--- config.mk ---
export PLATFORM = sky130hd
export DESIGN_NAME = muldiv_unit
export DESIGN_NICKNAME = d
export VERILOG_FILES = /design/src/rtl/muldiv_unit.sv
export SDC_FILE = /design/constraint.sdc
export NUM_CORES = 1
export LEC_CHECK = 0
export BUFFER_PORTS_ARGS = -buffer_cell sky130_fd_sc_hd__buf_2
export CAP_MARGIN = 10
export CORE_MARGIN = 5
export CORE_UTILIZATION = 60
export DETAILED_ROUTE_END_ITERATION = 10
export PLACE_DENSITY = 0.8
export SLEW_MARGIN = 0
export SYNTH_ARGS = -nofsm -noshare
export SYNTH_HDL_FRONTEND = slang
export SYNTH_SLANG_ARGS = --single-unit
--- constraint.sdc ---
create_clock -name clk -period 7.7 [get_ports clk]
set_input_delay 2.31 -clock clk [delete_from_list [all_inputs] [get_ports clk]]
set_output_delay 2.31 -clock clk [all_outputs]
set_load 0.03 [all_outputs]
--- src/rtl/muldiv_unit.sv ---
// Iterative RV32M multiply/divide unit: shift-add multiply and restoring divide,
// one bit per clock, fixed XLEN+2 cycle latency from accepted start to done.
module muldiv_unit #(
    parameter int XLEN = 32
) (
    input  logic            clk,
    input  logic            rst_n,
    input  logic            start,
    input  logic [2:0]      funct3,
    input  logic [XLEN-1:0] op_a,
    input  logic [XLEN-1:0] op_b,
    output logic            busy,
    output logic            done,
    output logic [XLEN-1:0] result
);
    localparam int CW = $clog2(XLEN);

    typedef enum logic [1:0] {S_IDLE, S_CALC, S_FIX, S_DONE} state_t;

    function automatic logic [XLEN-1:0] neg_w(input logic [XLEN-1:0] v);
        return (~v) + {{(XLEN-1){1'b0}}, 1'b1};
    endfunction

    function automatic logic [2*XLEN-1:0] neg_dw(input logic [2*XLEN-1:0] v);
        return (~v) + {{(2*XLEN-1){1'b0}}, 1'b1};
    endfunction

    state_t              r_state;
    logic [CW-1:0]       r_cnt;
    logic [2:0]          r_f3;
    logic [XLEN-1:0]     r_opnd;   // multiplicand magnitude or divisor magnitude
    logic [2*XLEN-1:0]   r_acc;    // product, or {remainder, quotient}
    logic                r_neg_q;
    logic                r_neg_r;
    logic                r_bzero;
    logic                r_busy;
    logic                r_done;
    logic [XLEN-1:0]     r_result;

    logic                w_a_signed;
    logic                w_b_signed;
    logic                w_neg_a;
    logic                w_neg_b;
    logic [XLEN-1:0]     w_mag_a;
    logic [XLEN-1:0]     w_mag_b;
    logic [XLEN:0]       w_mul_sum;
    logic [2*XLEN-1:0]   w_mul_next;
    logic [XLEN:0]       w_div_sh;
    logic [XLEN+1:0]     w_div_sub;
    logic                w_div_ge;
    logic [XLEN-1:0]     w_div_rem;
    logic [2*XLEN-1:0]   w_div_next;
    logic [2*XLEN-1:0]   w_prod;
    logic [XLEN-1:0]     w_quo;
    logic [XLEN-1:0]     w_rem;
    logic [XLEN-1:0]     w_fix;

    // Operand sign decode and magnitude conversion for a new request
    always_comb begin
        w_a_signed = 1'b0;
        w_b_signed = 1'b0;
        case (funct3)
            3'b001:         begin w_a_signed = 1'b1; w_b_signed = 1'b1; end
            3'b010:         begin w_a_signed = 1'b1; w_b_signed = 1'b0; end
            3'b100, 3'b110: begin w_a_signed = 1'b1; w_b_signed = 1'b1; end
            default:        begin w_a_signed = 1'b0; w_b_signed = 1'b0; end
        endcase
        w_neg_a = w_a_signed & op_a[XLEN-1];
        w_neg_b = w_b_signed & op_b[XLEN-1];
        w_mag_a = w_neg_a ? neg_w(op_a) : op_a;
        w_mag_b = w_neg_b ? neg_w(op_b) : op_b;
    end

    // One iteration of shift-add multiply and of restoring divide
    always_comb begin
        w_mul_sum  = {1'b0, r_acc[2*XLEN-1:XLEN]}
                   + (r_acc[0] ? {1'b0, r_opnd} : {(XLEN+1){1'b0}});
        w_mul_next = {w_mul_sum, r_acc[XLEN-1:1]};
        w_div_sh   = {r_acc[2*XLEN-1:XLEN], r_acc[XLEN-1]};
        w_div_sub  = {1'b0, w_div_sh} - {2'b00, r_opnd};
        w_div_ge   = ~w_div_sub[XLEN+1];
        w_div_rem  = w_div_ge ? w_div_sub[XLEN-1:0] : w_div_sh[XLEN-1:0];
        w_div_next = {w_div_rem, r_acc[XLEN-2:0], w_div_ge};
    end

    // Sign correction and result selection; divide-by-zero remainder
    // already equals op_a through the magnitude/sign path
    always_comb begin
        w_prod = r_neg_q ? neg_dw(r_acc) : r_acc;
        w_quo  = r_neg_q ? neg_w(r_acc[XLEN-1:0]) : r_acc[XLEN-1:0];
        w_rem  = r_neg_r ? neg_w(r_acc[2*XLEN-1:XLEN]) : r_acc[2*XLEN-1:XLEN];
        case (r_f3)
            3'b000:                 w_fix = w_prod[XLEN-1:0];
            3'b001, 3'b010, 3'b011: w_fix = w_prod[2*XLEN-1:XLEN];
            3'b100, 3'b101:         w_fix = r_bzero ? {XLEN{1'b1}} : w_quo;
            3'b110, 3'b111:         w_fix = w_rem;
            default:                w_fix = {XLEN{1'b0}};
        endcase
    end

    // Control FSM with datapath registers and registered outputs
    always_ff @(posedge clk) begin
        if (!rst_n) begin
            r_state  <= S_IDLE;
            r_cnt    <= {CW{1'b0}};
            r_f3     <= 3'b000;
            r_opnd   <= {XLEN{1'b0}};
            r_acc    <= {(2*XLEN){1'b0}};
            r_neg_q  <= 1'b0;
            r_neg_r  <= 1'b0;
            r_bzero  <= 1'b0;
            r_busy   <= 1'b0;
            r_done   <= 1'b0;
            r_result <= {XLEN{1'b0}};
        end else begin
            case (r_state)
                S_IDLE, S_DONE: begin
                    r_done <= 1'b0;
                    if (start) begin
                        r_f3    <= funct3;
                        r_opnd  <= funct3[2] ? w_mag_b : w_mag_a;
                        r_acc   <= {{XLEN{1'b0}}, (funct3[2] ? w_mag_a : w_mag_b)};
                        r_neg_q <= w_neg_a ^ w_neg_b;
                        r_neg_r <= w_neg_a;
                        r_bzero <= (op_b == {XLEN{1'b0}});
                        r_cnt   <= CW'(XLEN - 1);
                        r_busy  <= 1'b1;
                        r_state <= S_CALC;
                    end else begin
                        r_state <= S_IDLE;
                    end
                end
                S_CALC: begin
                    r_acc <= r_f3[2] ? w_div_next : w_mul_next;
                    if (r_cnt == {CW{1'b0}}) begin
                        r_state <= S_FIX;
                    end else begin
                        r_cnt <= r_cnt - {{(CW-1){1'b0}}, 1'b1};
                    end
                end
                S_FIX: begin
                    r_result <= w_fix;
                    r_busy   <= 1'b0;
                    r_done   <= 1'b1;
                    r_state  <= S_DONE;
                end
                default: begin
                    r_busy  <= 1'b0;
                    r_done  <= 1'b0;
                    r_state <= S_IDLE;
                end
            endcase
        end
    end

    assign busy   = r_busy;
    assign done   = r_done;
    assign result = r_result;
endmodule

# [Word level (Yosys, flattened, before mapping)]
# Cells that the tools add are included.
[totals] ff_bits=143 inputBits=70 out_inout_bits=34 word_cells=86
[op_classes] add_sub_neg=8 eq_ne=17 mux=25 bitwise=9 reduce_logical=16
[ops] cell="$mux W32" n=9
[ops] cell="$mux W64" n=3
[ops] cell="$add A32 B1 Y32 const B" n=4
[ops] cell="$not A32 Y32" n=4
[ops] cell="$pmux W32 S4" n=1
[ops] cell="$pmux W64 S2" n=1
[ops] cell="$add A64 B1 Y64 const B" n=1
[ops] cell="$not A64 Y64" n=1
[ops] cell="$sub A33 B32 Y34" n=1
[ops] cell="$add A32 B32 Y33" n=1
[ops] cell="$logic_not A32 Y1" n=1
[ops] cell="$eq A3 B3 Y1 const B" n=6
[ops] cell="$mux W5" n=2
[ops] cell="$pmux W5 S2" n=1
[ops] cell="$eq A3 B2 Y1 const B" n=3
[ops] cell="$eq A3 B1 Y1 const B" n=2
[ops] cell="$ne A2 B2 Y1 const B" n=3
[ops] cell="$pmux W2 S3" n=1
[ops] cell="$reduce_and A2 Y1" n=3
[ops] cell="$reduce_or A2 Y1" n=3
[ops] cell="$reduce_or A3 Y1" n=2
[ops] cell="$logic_not A5 Y1" n=1
[ops] cell="$sub A5 B1 Y5 const B" n=1
[ops] cell="$eq A2 B2 Y1 const B" n=2
[ops] cell="12 further kinds" n=18

# [Logic depth before layout (Yosys ltp)]
# Gate-level depths: netlist of the first run.
[depth] depth_word=8 depth_mapped=14 mapped_depth_nobuf=13

# [Worst setup path after synthesis of the first run]
# No wires, ideal clock.
[synth_path] path_type="input to register" start="in op_b[5]" end="reg r_opnd[25]" setup_ps=87 t_arrival_ps=4563 t_required_ps=7613 slack_ps=3050 path_stages=9 path_buffers=0 cell_sequence="or4_4 > or4_4 > nor4_4 > nand3b_4 > nor4_4 > a21oi_1 > xnor2_1 > a211o_1 > o31ai_1"
[synth_between] elab_chain_len=4
[synth_lines] item="start, declared" line_no="11" text="input logic [XLEN-1:0] op_b,"
[synth_lines] item="$not A32 Y32" line_no="21" text="return (~v) + {{(XLEN-1){1'b0}}, 1'b1};"
[synth_lines] item="$add A32 B1 Y32" line_no="21"
[synth_lines] item="$mux W32" line_no="71" text="w_mag_b = w_neg_b ? neg_w(op_b) : op_b;"
[synth_lines] item="$mux W32" line_no="121" text="r_opnd <= funct3[2] ? w_mag_b : w_mag_a;"
[synth_lines] item="end signal, assigned" line_no="107" text="r_opnd <= {XLEN{1'b0}};"
[synth_lines] item="end signal, assigned" line_no="121"
[synth_lines] item="end, declared" line_no="31" text="logic [XLEN-1:0] r_opnd;"
# Every way passes these cells.
# A chain may end at the register's enable or synchronous reset.

# [Final worst setup path of the first run]
[layout_path] start="in funct3[2]" end="reg r_acc[4]"
[layout_between] elab_chain_len=8 word_cells_on_any_way=15 classes_between="eq/ne: 4; mux: 7; bitwise: 2; reduce/logical: 2"
[layout_lines] item="start, declared" line_no="9" text="input logic [2:0] funct3,"
[layout_lines] item="$eq A3 B3 Y1 (tied with other cells)" line_no="62" text="case (funct3)"
[layout_lines] item="$reduce_or A4 Y1 (no line) or $reduce_or A3 Y1 (tied branches)"
[layout_lines] item="$mux W1" line_no="62"
[layout_lines] item="$and A1 B1 Y1 (on tied branches)" line_no="68, 69"
[layout_lines] item="$mux W32 (on tied branches)" line_no="70, 71"
[layout_lines] item="$mux W32 (*)" line_no="122" text="r_acc <= {{XLEN{1'b0}}, (funct3[2] ? w_mag_a : w_mag_b)};"
[layout_lines] item="$mux W64 (*)" line_no="119" text="if (start) begin"
[layout_lines] item="$pmux W64 S2 (*)" line_no="116" text="case (r_state)"
[layout_lines] item="end signal, assigned" line_no="108" text="r_acc <= {(2*XLEN){1'b0}};"
[layout_lines] item="end signal, assigned" line_no="122"
[layout_lines] item="end signal, assigned" line_no="134" text="r_acc <= r_f3[2] ? w_div_next : w_mul_next;"
[layout_lines] item="end, declared" line_no="32" text="logic [2*XLEN-1:0] r_acc;"
# Every way passes the cells marked *; elsewhere a longest branch is shown, timed or not. The select of a mux whose other input is x is not followed.

==> results of run 1 <==
## cell families after synthesis
logic type	count (synthesis)
buffers and inverters	223
flip-flops	143
XOR/XNOR	177
AO/OA/AOI/OAI	724
AND/OR/NAND/NOR	652
adder cells (fa/ha/maj)	75
multiplexers	54
## report_power, final
part / internal [mW] / switching (mW) / leakage, nW
combinational: 0.864 / 1.62 / 5.09
clock: 0.559 / 0.378 / 0.304
sequential: 0.920 / 0.266 / 1.17
total: 2.34 / 2.26 / 6.56
## registers in the layout, indices dropped and copies added, names as in the netlist
signal,flops
result,32
r_opnd,32
r_neg_q,1
r_acc,64
r_bzero,1
busy,1
r_cnt,5
r_state,2
r_neg_r,1
r_f3,3
done,1
## worst max-delay path: stages
cell      delay (ns)
buf_2           0.42
inv_1           0.54
o21ai_0         0.42
and2_1          0.71
o21ai_0         0.24
xnor2_1         0.23
nor2_1          0.06
a211oi_1        0.25
a211oi_1        0.08
nor3_1          0.14
## final timing paths
path	from	to	slack, ns
setup / recovery	funct3[2]	r_acc[4]	2.63
hold / removal	result[8]	result[8]	0.44
setup reg to reg	r_state[0]	r_acc[47]	2.75
hold reg to reg	result[8]	result[8]	0.44
## layout by cell type, fill, tap and decap left out, drive strengths merged, types with 10 or more instances in the layout
cell / Yosys / routed
o211ai: 25 / 25
nor2: 223 / 223
or2: 10 / 10
nand2: 169 / 169
ha: 73 / 73
o21ai: 217 / 217
or3: 22 / 22
or4: 19 / 19
o31ai: 25 / 25
xor2: 86 / 86
nand4: 13 / 13
a22oi: 21 / 21
nand3: 50 / 50
mux2i: 33 / 33
mux2: 21 / 21
and2: 11 / 11
dfxtp: 143 / 143
buf: 24 / 125
a31oi: 26 / 26
o21a: 11 / 11
nand2b: 20 / 20
nor4: 11 / 11
a21o: 38 / 38
a211oi: 32 / 32
nor3: 54 / 54
a21oi: 221 / 221
o221ai: 14 / 14
inv: 71 / 77
clkbuf: 126 / 19
o41ai: 20 / 20
xnor2: 91 / 91
and3: 15 / 15
## per-layer routing
metal  part of all wire (%)  wire, um  track usage, %  up-vias
li1                       -         -               -     7416
met1                     41     21090           50.34     7390
met2                     43     22080           56.27     1030
met3                     11      5749           7.769      184
met4                    5.0      2562           15.45        0
met5                      0         0               0        -
## layout make-up
class	count	area, um^2
multi-input cells	1682	10780
fillers	2122	7976
inverters	73	274.0
flip-flops and latches	143	2864
well taps	319	399.1
repair buffers	125	680.7
clock buffers	19	442.9
clock inverters	13	197.7
==> flow_metrics.tcl, run 1 <==
set metrics [dict create \
    status "complete, no violations" \
    fp.dieH_um 165.4 \
    rows 56 \
    initial_core_util_pct 61.38 \
    cts_resized 0 \
    startpoint_type "primary input" \
    htreeDepth 4 \
    clock_skew_ns 0.01617 \
    synth_xor_area_share_pct 10.70 \
    timing.fmax_ghz 0.1972 \
    syn_area_per_cell_um2 7.076 \
    antenna_found_initial 0 \
    maxCapViolCount 0 \
    netlist_top_cells_area "dfxtp_1, a21oi_1, o21ai_0" \
    cp.required_ns 8.06 \
    clock_latency_ns 0.44 \
    final_cells 2374 \
    rsz0062_at_grt "no" \
    coreArea_um2 23610 \
    die-width_um 165.4 \
    die-area_um2 27360 \
    synth_ff_type "dfxtp_1" \
    synthAdderAreaFrac_pct 6.579 \
    area_growth_pct 7.891 \
    setup_tns_ns 0 \
    cts_tree "built" \
    ys_ff_latch 143 \
    grt_usage_pct 36.80 \
    critPathMaxFanout 33 \
    grt_pass1_wl_um 79900 \
    synth_cell_types 92 \
    ys_warn_count 0 \
    async_flop_share_pct 0 \
    portBuffers 103 \
    peakVddDrop_uv 228.4 \
    routed_wl_um 51480 \
    synthMuxAreaShare_pct 3.911 \
    cp.arrival_ns 5.43 \
    synthSimpleGateAreaFrac_pct 22.15 \
    dp_cells 2342 \
    pre_cts_slack_ns 2.261 \
    synth_edf_count 0 \
    grt_max_degree 64 \
    slew_headroom_pct 22.40 \
    synth-compound-area-share_pct 30.85 \
    cts_sinks 143 \
    boundaryPins 104 \
    slew_viol_final 0 \
    clockBufferDepth 2 \
    hold_path.class "flop to flop" \
    clockRootBuffer "clkbuf_16" \
    synth_seq_area_share_pct 19.75 \
    wire_per_inst_um 21.68 \
    yosys.area.top_type "dfxtp_1" \
    cts_hold_buf 0 \
    syn_inst 2048 \
    total_power_mw 4.606 \
    synth_top_family_by_area "compound AO/OA/AOI/OAI gates" \
    drc_errors 0 \
    worstSetupPathType "primary input to flop" \
    synth_nets 2193 \
    dr_total_vias 16020 \
    drt-initial-drc-count 2027 \
    fin_ws_ns 2.630 \
    viasPerCell 6.748 \
    netlist_area_um2 14490 \
    grt_pass1_vias 14500 \
    ant_nets 0 \
    drive_gt1_share_pct 10.80 \
    routabilityCongestion 0.9909 \
    cts_buffers 17 \
    layout_min_cycle_time_ns 5.070 \
    hold_slack_ns 0.4421 \
    diodes 0 \
    final_area_um2 15640 \
    tightestPinTransition_ns 1.163 \
    nNetsFinal 2187 \
    min_path_cells 2 \
    synth.top_cell.area_share_pct 19.75 \
    postCtsSetupBuffers 0 \
    post-route-util_pct 66.22 \
    total_leakage_power_nw 6.560 \
    r2r_cells 8 \
    hpwl_um 38550 \
    gr-total-overflow 0 \
    fin_crit_sh_pct 65.84 \
    setup_viol 0 \
    critPathCaptureType "flop" \
    finalHoldViolCount 0 \
    postPlaceCellArea_um2 15000 \
    firstDrtPassIters 6 \
    synth_commonest_cells "a21oi_1, nor2_1, o21ai_0, nand2_1, dfxtp_1" \
    powerDensity_nw_per_um2 294.6 \
    path_clk_slew_ns 0.07 \
]
Note: power is estimated with default switching activity, not from simulation.
==> run 2, diff against run 1 <==
==> constraint.sdc (replaced) <==
create_clock -name clk -period 4.75 [get_ports clk]
set_input_delay 1.425 -clock clk [delete_from_list [all_inputs] [get_ports clk]]
set_output_delay 1.425 -clock clk [all_outputs]
set_load 0.03 [all_outputs]
==> flow_metrics.tcl, run 2 (same netlist as run 1, synthesis figures left out) <==
set metrics [dict create \
    grt_pass1_vias 14740 \
    finalHoldViolCount 0 \
    firstDrtPassIters 6 \
    rsz0062_at_grt "no" \
    post-route-util_pct 66.74 \
    die-area_um2 27360 \
    grt_max_degree 90 \
    powerDensity_nw_per_um2 467.4 \
    coreArea_um2 23610 \
    fin_ws_ns 0.6461 \
    area_growth_pct 8.745 \
    layout_commonest_cell "a21oi_1" \
    postPlaceCellArea_um2 15190 \
    antenna_found_initial 0 \
    total_power_mw 7.367 \
    total_leakage_power_nw 6.671 \
    hold_path.class "flop to flop" \
    dr_total_vias 15970 \
    worstSetupPathType "flop to flop" \
    fillCellCount 2133 \
    routed_wl_um 51720 \
    drt-initial-drc-count 2135 \
    wire_per_inst_um 21.57 \
    final_cells 2398 \
    clockRootBuffer "clkbuf_16" \
    largest_reg_flops 64 \
    portBuffers 103 \
    maxCapViolCount 0 \
    dp_cells 2367 \
    setup_viol 0 \
    startpoint_type "flop" \
    cts_buffers 17 \
    cp.required_ns 5.08 \
    peakVddDrop_uv 425.0 \
    nNetsFinal 2212 \
    setup_tns_ns 0 \
    tightestPinTransition_ns 0.9397 \
    slew_viol_final 0 \
    routabilityCongestion 1.030 \
    gr-total-overflow 0 \
    cts_tree "built" \
    cp.arrival_ns 4.43 \
    status "complete, no violations" \
    cts_sinks 143 \
    regMostFlops "r_acc" \
    cts_resized 0 \
    timing.fmax_ghz 0.2437 \
    layout_min_cycle_time_ns 4.104 \
    critPathCaptureType "flop" \
    grt_pass1_wl_um 80590 \
    fp.dieH_um 165.4 \
    clockBufferDepth 2 \
    clock_latency_ns 0.44 \
    cts_hold_buf 0 \
    postCtsSetupBuffers 0 \
    hold_slack_ns 0.4378 \
    fin_crit_sh_pct 86.40 \
    rows 56 \
    final_area_um2 15760 \
    drc_errors 0 \
    drive_gt1_share_pct 11.83 \
    viasPerCell 6.659 \
    path_clk_slew_ns 0.07 \
    initial_core_util_pct 61.38 \
    pre_cts_slack_ns 0.6364 \
    htreeDepth 4 \
    grt_usage_pct 37.36 \
    clock_skew_ns 0.01218 \
    boundaryPins 104 \
    ant_nets 0 \
    die-width_um 165.4 \
    critPathMaxFanout 19 \
    hpwl_um 39280 \
    slew_headroom_pct 37.35 \
    final_cell_mix "a21oi_1, nor2_1, o21ai_0, nand2_1, dfxtp_1" \
    diodes 0 \
]
[run 2: layout make-up]
| cell class | count | area [um^2] | share of cell area (%) |
|---|---|---|---|
| Clock buffer | 17 | 425.4 | 2.699 |
| Sequential cell | 143 | 2864 | 18.17 |
| Timing Repair Buffer | 150 | 880.8 | 5.589 |
| Clock inverter | 14 | 141.4 | 0.8971 |
| Tap cell | 319 | 399.1 | 2.533 |
| Inverter | 73 | 274.0 | 1.739 |
| Multi-Input combinational cell | 1682 | 10780 | 68.37 |
[run 2: path summary, 6_finish.rpt]
check | to | start | depth (start not counted) | slack [ns]
setup / recovery | r_acc[59] | r_acc[0] | 12 | 0.65
setup reg to reg | r_acc[59] | r_acc[0] | 12 | 0.65
hold / removal | result[8] | result[8] | 2 | 0.44
hold reg to reg | result[8] | result[8] | 2 | 0.44
[run 2: power breakdown]
group | total, mW | switching (mW) | leakage (nW) | internal [mW]
registers | 1.92 | 0.427 | 1.17 | 1.49
logic | 4.09 | 2.66 | 5.22 | 1.43
clock network | 1.36 | 0.662 | 0.278 | 0.699
[run 2: worst max-delay path, cell delays in order, from the launching register on]
cell	delay, ns
dfxtp_1	0.42
inv_1	0.62
nor2_1	0.12
ha_1	0.36
nor2b_1	0.21
o2111ai_1	0.17
a21oi_1	0.53
o221ai_1	0.33
a31oi_1	0.50
o31ai_1	0.14
xor2_1	0.24
o21ai_0	0.13
a211o_1	0.24
[run 2: layer usage]
layer / share of wire, % / global-route usage [%] / up-vias
met4: 5.8 / 18.56 / 0
met3: 11 / 8.861 / 164
met2: 42 / 55.36 / 936
li1: - / - / 7475
met5: 0 / 0 / -
met1: 42 / 50.76 / 7394
